===== src/rtl/warp_issue_requester_if.sv =====
// Signal bundle between the warp issue requester and its neighbours: the instruction
// buffers, the scoreboard, the warp arbiter and the operand-collect stage.
interface warp_issue_requester_if #(
    parameter int NUM_WARPS_PER_SM = 4,
    parameter int INSTR_WIDTH      = 32
);
    logic [NUM_WARPS_PER_SM-1:0]             ibValid;
    logic [NUM_WARPS_PER_SM*INSTR_WIDTH-1:0] ibInstr;
    logic [NUM_WARPS_PER_SM-1:0]             sbStall;
    logic [NUM_WARPS_PER_SM-1:0]             ibPop;
    logic [NUM_WARPS_PER_SM-1:0]             request;
    logic [NUM_WARPS_PER_SM-1:0]             grantOH;
    logic                                    issueValid;
    logic                                    issueReady;
    logic [NUM_WARPS_PER_SM-1:0]             issueWarpOH;
    logic [INSTR_WIDTH-1:0]                  issueInstr;
    logic                                    grantError;

    // The requester drives requests, pops and the issue register.
    modport master (
        input  ibValid, ibInstr, sbStall, grantOH, issueReady,
        output ibPop, request, issueValid, issueWarpOH, issueInstr, grantError
    );

    modport slave (
        output ibValid, ibInstr, sbStall, grantOH, issueReady,
        input  ibPop, request, issueValid, issueWarpOH, issueInstr, grantError
    );
endinterface


===== src/rtl/warp_issue_requester.sv =====
// Requests issue slots from the warp arbiter, pops the granted warp's head instruction
// into a single-entry issue register, and flags malformed grants.
module warp_issue_requester #(
    parameter int NUM_WARPS_PER_SM = 4,
    parameter int INSTR_WIDTH      = 32,
    parameter int HOLDOFF          = 2
) (
    input logic                    clk,
    input logic                    reset,
    warp_issue_requester_if.master bus
);
    localparam int CNT_W = (HOLDOFF > 0) ? $clog2(HOLDOFF + 1) : 1;
    localparam logic [CNT_W-1:0] HOLD_LOAD = CNT_W'(HOLDOFF);

    logic [CNT_W-1:0]            holdCnt [NUM_WARPS_PER_SM];
    logic                        canAccept_p0;
    logic                        legal_p0;
    logic                        illegal_p0;
    logic [NUM_WARPS_PER_SM-1:0] request_p0;
    logic [INSTR_WIDTH-1:0]      popInstr_p0;

    function automatic logic is_one_hot(input logic [NUM_WARPS_PER_SM-1:0] v);
        return (v != '0) && ((v & (v - NUM_WARPS_PER_SM'(1))) == '0);
    endfunction

    // Stage p0: request, grant qualification and head-instruction select, all same cycle
    always_comb begin
        request_p0   = '0;
        popInstr_p0  = '0;
        canAccept_p0 = ~bus.issueValid | bus.issueReady;
        for (int i = 0; i < NUM_WARPS_PER_SM; i++) begin
            request_p0[i] = ~reset & canAccept_p0 & bus.ibValid[i] & ~bus.sbStall[i]
                            & (holdCnt[i] == '0);
            if (bus.grantOH[i])
                popInstr_p0 = popInstr_p0 | bus.ibInstr[i*INSTR_WIDTH +: INSTR_WIDTH];
        end
        // A grant to a warp that did not request would pop an instruction nobody asked for.
        legal_p0   = is_one_hot(bus.grantOH) && ((bus.grantOH & ~request_p0) == '0);
        illegal_p0 = (bus.grantOH != '0) && !legal_p0;
    end

    assign bus.request = request_p0;
    assign bus.ibPop   = legal_p0 ? bus.grantOH : '0;

    // Stage p1: issue register; a legal grant overwrites a draining entry without a bubble
    always_ff @(posedge clk or posedge reset) begin
        if (reset) begin
            bus.issueValid  <= 1'b0;
            bus.issueWarpOH <= '0;
            bus.issueInstr  <= '0;
            bus.grantError  <= 1'b0;
        end else begin
            if (legal_p0) begin
                bus.issueValid  <= 1'b1;
                bus.issueWarpOH <= bus.grantOH;
                bus.issueInstr  <= popInstr_p0;
            end else if (bus.issueReady) begin
                bus.issueValid  <= 1'b0;
            end
            if (illegal_p0)
                bus.grantError <= 1'b1;
        end
    end

    // Per-warp holdoff: a fresh grant reloads, otherwise count down to zero.
    always_ff @(posedge clk or posedge reset) begin
        if (reset) begin
            for (int i = 0; i < NUM_WARPS_PER_SM; i++)
                holdCnt[i] <= '0;
        end else begin
            for (int i = 0; i < NUM_WARPS_PER_SM; i++) begin
                if (legal_p0 && bus.grantOH[i])
                    holdCnt[i] <= HOLD_LOAD;
                else if (holdCnt[i] != '0)
                    holdCnt[i] <= holdCnt[i] - CNT_W'(1);
            end
        end
    end
endmodule


===== src/flat_wrapper.sv =====
// flat-port wrapper written by rule: the top's interface ports become plain ports
module warp_issue_requester_flat 
#(
    parameter int NUM_WARPS_PER_SM = 4,
    parameter int INSTR_WIDTH      = 32,
    parameter int HOLDOFF          = 2
)
  (clk, reset, bus_ibValid, bus_ibInstr, bus_sbStall, bus_grantOH, bus_issueReady, bus_ibPop, bus_request, bus_issueValid, bus_issueWarpOH, bus_issueInstr, bus_grantError);
  warp_issue_requester_if #(.NUM_WARPS_PER_SM(NUM_WARPS_PER_SM), .INSTR_WIDTH(INSTR_WIDTH)) bus_i ();
  input logic clk;
  input logic reset;
  input wire logic [$bits(bus_i.ibValid)-1:0] bus_ibValid;
  input wire logic [$bits(bus_i.ibInstr)-1:0] bus_ibInstr;
  input wire logic [$bits(bus_i.sbStall)-1:0] bus_sbStall;
  input wire logic [$bits(bus_i.grantOH)-1:0] bus_grantOH;
  input wire logic [$bits(bus_i.issueReady)-1:0] bus_issueReady;
  output wire logic [$bits(bus_i.ibPop)-1:0] bus_ibPop;
  output wire logic [$bits(bus_i.request)-1:0] bus_request;
  output wire logic [$bits(bus_i.issueValid)-1:0] bus_issueValid;
  output wire logic [$bits(bus_i.issueWarpOH)-1:0] bus_issueWarpOH;
  output wire logic [$bits(bus_i.issueInstr)-1:0] bus_issueInstr;
  output wire logic [$bits(bus_i.grantError)-1:0] bus_grantError;
  assign bus_i.ibValid = bus_ibValid;
  assign bus_i.ibInstr = bus_ibInstr;
  assign bus_i.sbStall = bus_sbStall;
  assign bus_i.grantOH = bus_grantOH;
  assign bus_i.issueReady = bus_issueReady;
  assign bus_ibPop = bus_i.ibPop;
  assign bus_request = bus_i.request;
  assign bus_issueValid = bus_i.issueValid;
  assign bus_issueWarpOH = bus_i.issueWarpOH;
  assign bus_issueInstr = bus_i.issueInstr;
  assign bus_grantError = bus_i.grantError;
  warp_issue_requester #(.NUM_WARPS_PER_SM(NUM_WARPS_PER_SM), .INSTR_WIDTH(INSTR_WIDTH), .HOLDOFF(HOLDOFF)) u_core (.clk(clk), .reset(reset), .bus(bus_i));
endmodule

===== config.mk =====
export PLATFORM = sky130hd
export DESIGN_NAME = warp_issue_requester_flat
export DESIGN_NICKNAME = d
export VERILOG_FILES = /design/src/rtl/warp_issue_requester_if.sv /design/src/rtl/warp_issue_requester.sv /design/src/flat_wrapper.sv
export SDC_FILE = /design/constraint.sdc
export NUM_CORES = 1
export LEC_CHECK = 0
export ABC_CLOCK_PERIOD_IN_PS = 3600
export CAP_MARGIN = 10
export CORE_AREA = 2 2 84 94
export DETAILED_ROUTE_END_ITERATION = 10
export DIE_AREA = 0 0 86 96
export PLACE_DENSITY = 0.92
export SETUP_SLACK_MARGIN = 0.4
export SYNTH_ARGS = -nofsm -noshare
export SYNTH_HDL_FRONTEND = slang
export SYNTH_SLANG_ARGS = --single-unit

===== constraint.sdc =====
create_clock -name clk -period 3.6 [get_ports clk]
set_input_delay 0.72 -clock clk [delete_from_list [all_inputs] [get_ports clk]]
set_output_delay 0.72 -clock clk [all_outputs]
set_load 0.1 [all_outputs]

# Word level (Yosys, flattened, before mapping)
# Cells that the tools add are included.
# Widths: inputs -> output; s select.
dict set report word_totals {
  regBits 46
  output_inout_bits 46
  word_cells 78
}
dict set report classes {
  add_sub_neg 5
  n_mux 15
  bitwise_logic 26
  n_reduce_logical 24
}
# op count
set ops {}
lappend ops {{$mux 32} 4}
lappend ops {{$or 32x32->32} 3}
lappend ops {{$reduce_bool 2->1} 9}
lappend ops {{$mux 2} 8}
lappend ops {{$and 1x1->1} 13}
lappend ops {{$and 4x4->4} 2}
lappend ops {{$logic_not 2->1} 4}
lappend ops {{$logic_not 4->1} 2}
lappend ops {{$sub 2x1->2 const B} 4}
lappend ops {{$logic_and 1x1->1} 7}
lappend ops {{$not 1->1} 6}
lappend ops {{$mux 4} 1}
lappend ops {{$not 4->4} 1}
lappend ops {{$reduce_bool 4->1} 1}
lappend ops {{$sub 4x1->4 const B} 1}
lappend ops {{$mux 1} 2}
lappend ops {{$logic_not 1->1} 1}
lappend ops {{$or 1x1->1} 1}

# Logic depth before layout (Yosys ltp)
dict set report logic_depth {
  ltp_word 12
  depth_mapped 8
  depth_no_buf 6
}

# Least setup slack after synthesis
# OpenSTA, ideal clock, no wires.
dict set report synth_timing {
  path_kind {register to output}
  from {register u_core.bus.issueValid}
  to {output port bus_request[0]}
  arrival_time_ns 3.465
  required_ns 2.880
  path_slack_ns -0.585
  stages_incl_launch_ff 4
  path_buffers 0
  cell_sequence {dfrtp_1 > nor2b_1 > or2_2 > nor3_1}
}
dict set report synth_via {
  elab_chain_len 6
}
# element line_no
set synth_lines {}
lappend synth_lines {{start, declared} warp_issue_requester_if.sv:22} ;# output ibPop, request, issueValid, issueWarpOH, issueInstr, grantError
lappend synth_lines {{start signal, assigned} warp_issue_requester.sv:48} ;# bus.issueValid <= 1'b0;
lappend synth_lines {{start signal, assigned} warp_issue_requester.sv:54} ;# bus.issueValid <= 1'b1;
lappend synth_lines {{start signal, assigned} warp_issue_requester.sv:58} ;# bus.issueValid <= 1'b0;
lappend synth_lines {{$not 1->1} warp_issue_requester.sv:30} ;# canAccept_p0 = ~bus.issueValid | bus.issueReady;
lappend synth_lines {{$or 1x1->1} warp_issue_requester.sv:30}
lappend synth_lines {{$and 1x1->1 (3 in a row)} warp_issue_requester.sv:32} ;# request_p0[i] = ~reset & canAccept_p0 & bus.ibValid[i] & ~bus.sbStall[i]
lappend synth_lines {{$and 1x1->1} warp_issue_requester.sv:33} ;# & (holdCnt[i] == '0);
lappend synth_lines {{end, declared} flat_wrapper.sv:18} ;# output wire logic [$bits(bus_i.request)-1:0] bus_request;
# No other way between the ends.

# Final worst setup path
dict set report layout_timing {
  from {input port bus_grantOH[3]}
  to {output port bus_ibPop[3]}
}
dict set report layout_via {
  elab_chain_len 6
}
# element line_no
set layout_lines {}
lappend layout_lines {{start, declared} flat_wrapper.sv:15} ;# input wire logic [$bits(bus_i.grantOH)-1:0] bus_grantOH;
lappend layout_lines {{$sub 4x1->4} warp_issue_requester.sv:23} ;# return (v != '0) && ((v & (v - NUM_WARPS_PER_SM'(1))) == '0);
lappend layout_lines {{$and 4x4->4} warp_issue_requester.sv:23}
lappend layout_lines {{$logic_not 4->1} warp_issue_requester.sv:23}
lappend layout_lines {{$logic_and 1x1->1} warp_issue_requester.sv:23}
lappend layout_lines {{$logic_and 1x1->1} warp_issue_requester.sv:38} ;# legal_p0 = is_one_hot(bus.grantOH) && ((bus.grantOH & ~request_p0) == '0);
lappend layout_lines {{$mux 4 *} warp_issue_requester.sv:43} ;# assign bus.ibPop = legal_p0 ? bus.grantOH : '0;
lappend layout_lines {{end, declared} flat_wrapper.sv:17} ;# output wire logic [$bits(bus_i.ibPop)-1:0] bus_ibPop;
# Every way passes the cells marked *; elsewhere a longest branch is shown, timed or not.

==> metrics.md <==
| Metric | Value |
|---|---|
| Status | `complete, no violations` |
| GRT Total Usage | `22.08%` |
| Power per cell area | `692.6 nW/um^2` |
| Starting density of the core | `36.71%` |
| Die Wd | `86 um` |
| Num CTS Buffers | `5` |
| I/O pin count | `189` |
| Clock root buffer | `clkbuf_8` |
| Hold Crit Class | `register to register` |
| Layout cells sized above 1 | `13.23%` |
| Post-detailed-route DRC marker count | `0` |
| Gr ovfl total | `0` |
| PnR Total Power | `3.409 mW` |
| Sequential cell area fraction in the yosys report | `42.91%` |
| Async set or reset register ratio after synthesis | `100.0%` |
| CP top delay family | `buffers and inverters` |
| Required time of the critical path | `2880 ps` |
| Via Count | `2909` |
| Post-synth top flop | `dfrtp_1` |
| Leakage | `2.041 nW` |
| Minimum clock period | `3103 ps` |
| Most frequent cells after synthesis | `a22oi_1, dfrtp_1, nand2_1, mux2_1, mux2_2` |
| Pin count of the biggest net entering global routing | `47` |
| Slew margin rel. | `32.37%` |
| Nets | `592` |
| Critical path peak fanout | `37` |
| Crit path max-delay cell type | `clkdlybuf4s50_1` |
| EDFF count, synth | `0` |
| Die area | `8256 sq um` |
| CP most frequent cell | `buf_4` |
| Cell depth of the worst setup path | `7` |
| Synthesized flop and latch total | `46` |
| DR iter-0 viols | `108` |
| Final hold vios | `0` |
| CP Cell Sequence | `clkdlybuf4s50_1 -> buf_4 -> o41ai_4 -> o2111ai_1 -> buf_4 -> nor2_2 -> buf_12` |
| Net count after synthesis | `406` |
| # port buffers | `188` |
| DIE HEIGHT | `96 um` |
| Mapped cell area | `2683 sq um` |
| YS warnings | `0` |
| CTS tree | `done` |
| Fmax | `0.3222 GHz` |
| Cell taking the most area after synthesis | `dfrtp_1` |
| Top cell type's share of synthesized area | `42.91%` |
| WL final | `9518 um` |
| Hold path cells | `1` |
| Filler instances | `565` |
| CP arrival | `2380 ps` |
| Crit start category | `primary input` |
| Final ANT Viol Nets | `0` |
| Worst path max stage delay | `520 ps` |
| Core Region | `7308 sq um` |
| # diodes | `0` |
| Buf/Inv on CP | `4` |
| Synthesized instance count | `259` |
| Vias in the first global route | `2926` |
| Top-count cell post-synth | `a22oi_1` |
| Latest clock arrival within the worst-skew pair | `300 ps` |
| Syn_area_per_cell | `10.36 sq um` |
| Number of core rows | `33` |
| Pins Over Slew Limit | `0` |
| CP endpoint kind | `output pin` |
| Longest Clk Path Bufs | `2` |
| Least-Margin Pin Slew | `1011 ps` |
| Gp weighted congestion | `0.8744` |
| Critical path type | `primary input to output pin` |
| Worst vdd ir | `0.4215 mV` |
| Area Overhead vs Synth | `83.49%` |
| Clk slew on worst S/H paths | `90 ps` |
| CTS sink count | `46` |
| First-pass GRT wire length | `14120 um` |
| Yosys cell types | `35` |
| DPL Wire Length | `7289 um` |
| Clock Skews | `7.959 ps` |
| Fin Setup TNS | `0 ps` |
| Drt first pass iters | `5` |
| WL/cell | `17.86 um` |
| Initial antenna violation count | `0` |
| Top post-synthesis cells by area | `dfrtp_1, a22oi_1, mux2_1` |
| Worst R2R Path Depth | `8` |
| Tcrit/Tclk final | `86.21%` |
| Max Cap Viol | `0` |
| H-tree levels | `2` |
| RSZ-0062 raised after global routing | `no` |
| Final Setup Violations | `0` |
| DR vias/cell | `5.458` |
layout by cell type, fill, tap and decap left out, drive strengths merged, types with 2 or more instances in the layout:
cell	n
clkdlybuf4s50	174
a22oi	64
dfrtp	46
mux2	38
nand2	35
buf	22
inv	12
clkbuf	5
nor2	5
xor2	4
a21oi	4
ha	4
o41ai	3
nand3b	2
o21ai	2
dlygate4sd2	2
nor4	2
nor3	2
clkinv	2
state kept, by name, indices dropped and copies added, names as in the netlist:
| signal | count |
|---|---|
| u_core.bus.issueWarpOH | 4 |
| u_core.bus.issueValid | 1 |
| u_core.bus.issueInstr | 32 |
| u_core.bus.grantError | 1 |
| u_core.holdCnt | 8 |
layout make-up:
cell class / count / area, sq um / area share [%]
Clock inverter: 3 / 21.27 / 0.4321
Sequential cell: 46 / 1151 / 23.39
Inverter: 12 / 45.04 / 0.9151
Multi-Input combinational cell: 180 / 1468 / 29.82
Tap cell: 87 / 108.9 / 2.211
Clock buffer: 5 / 68.82 / 1.398
Timing Repair Buffer: 200 / 2059 / 41.84
stage by stage:
step	utilization (%)	std cells	cell area, sq um	hold WS, ps	setup slack (ps)
6_report	67.35	533	4922	490.6	496.6
2_1_floorplan	-	259	2708	459.0	181.2
3_3_place_gp	65.01	523	4751	468.2	325.3
5_1_grt	67.35	533	4922	511.4	393.3
4_1_cts	66.80	533	4882	494.4	442.2
3_5_place_dp	65.01	523	4751	478.1	288.5
path summary, 6_finish.rpt:
kind / from / end / slack, ps
max reg2reg: u_core.holdCnt[2] / u_core.bus.issueInstr[3] / 1370
max: bus_grantOH[3] / bus_ibPop[3] / 500
min reg2reg: u_core.bus.issueInstr[24] / u_core.bus.issueInstr[24] / 490
max in group asynchronous: reset / u_core.bus.issueInstr[1] / 2090
min in group asynchronous: reset / u_core.holdCnt[2] / 900
min: u_core.bus.issueInstr[24] / u_core.bus.issueInstr[24] / 490
routing by layer:
metal  up-vias  wire (um)  track usage, %
met5         -          0               0
met4         0        209           7.804
met3        18        679           5.146
met2       141       5177           41.47
met1      1421       3453           24.20
li1       1329          -               -
power breakdown:
part | internal [mW] | switching (mW) | leakage, nW
combinational | 0.656 | 1.60 | 1.46
sequential | 0.727 | 0.103 | 0.533
clock | 0.137 | 0.184 | 0.0441
cell families (layout without fill, tap and decap cells):
logic type / after synthesis / in the layout / synth area share (%)
flops: 46 / 46 / 42.91
mux: 39 / 39 / 16.32
xor+xnor: 5 / 5 / 1.632
compound gates: 80 / 80 / 22.30
fa+ha+maj: 4 / 4 / 1.866
buf+inv: 33 / 220 / 5.830
simple gates: 52 / 52 / 9.143
timing repair:
action / CTS / global route
setup endpoints to repair: 3 / 4
pin swaps: 1 / 0
hold buffers: 0 / 0
resized for setup: 8 / 6
buffers inserted: 2 / 0
hold endpoints to repair: 0 / 0
Power figures use the tool's default switching activity.
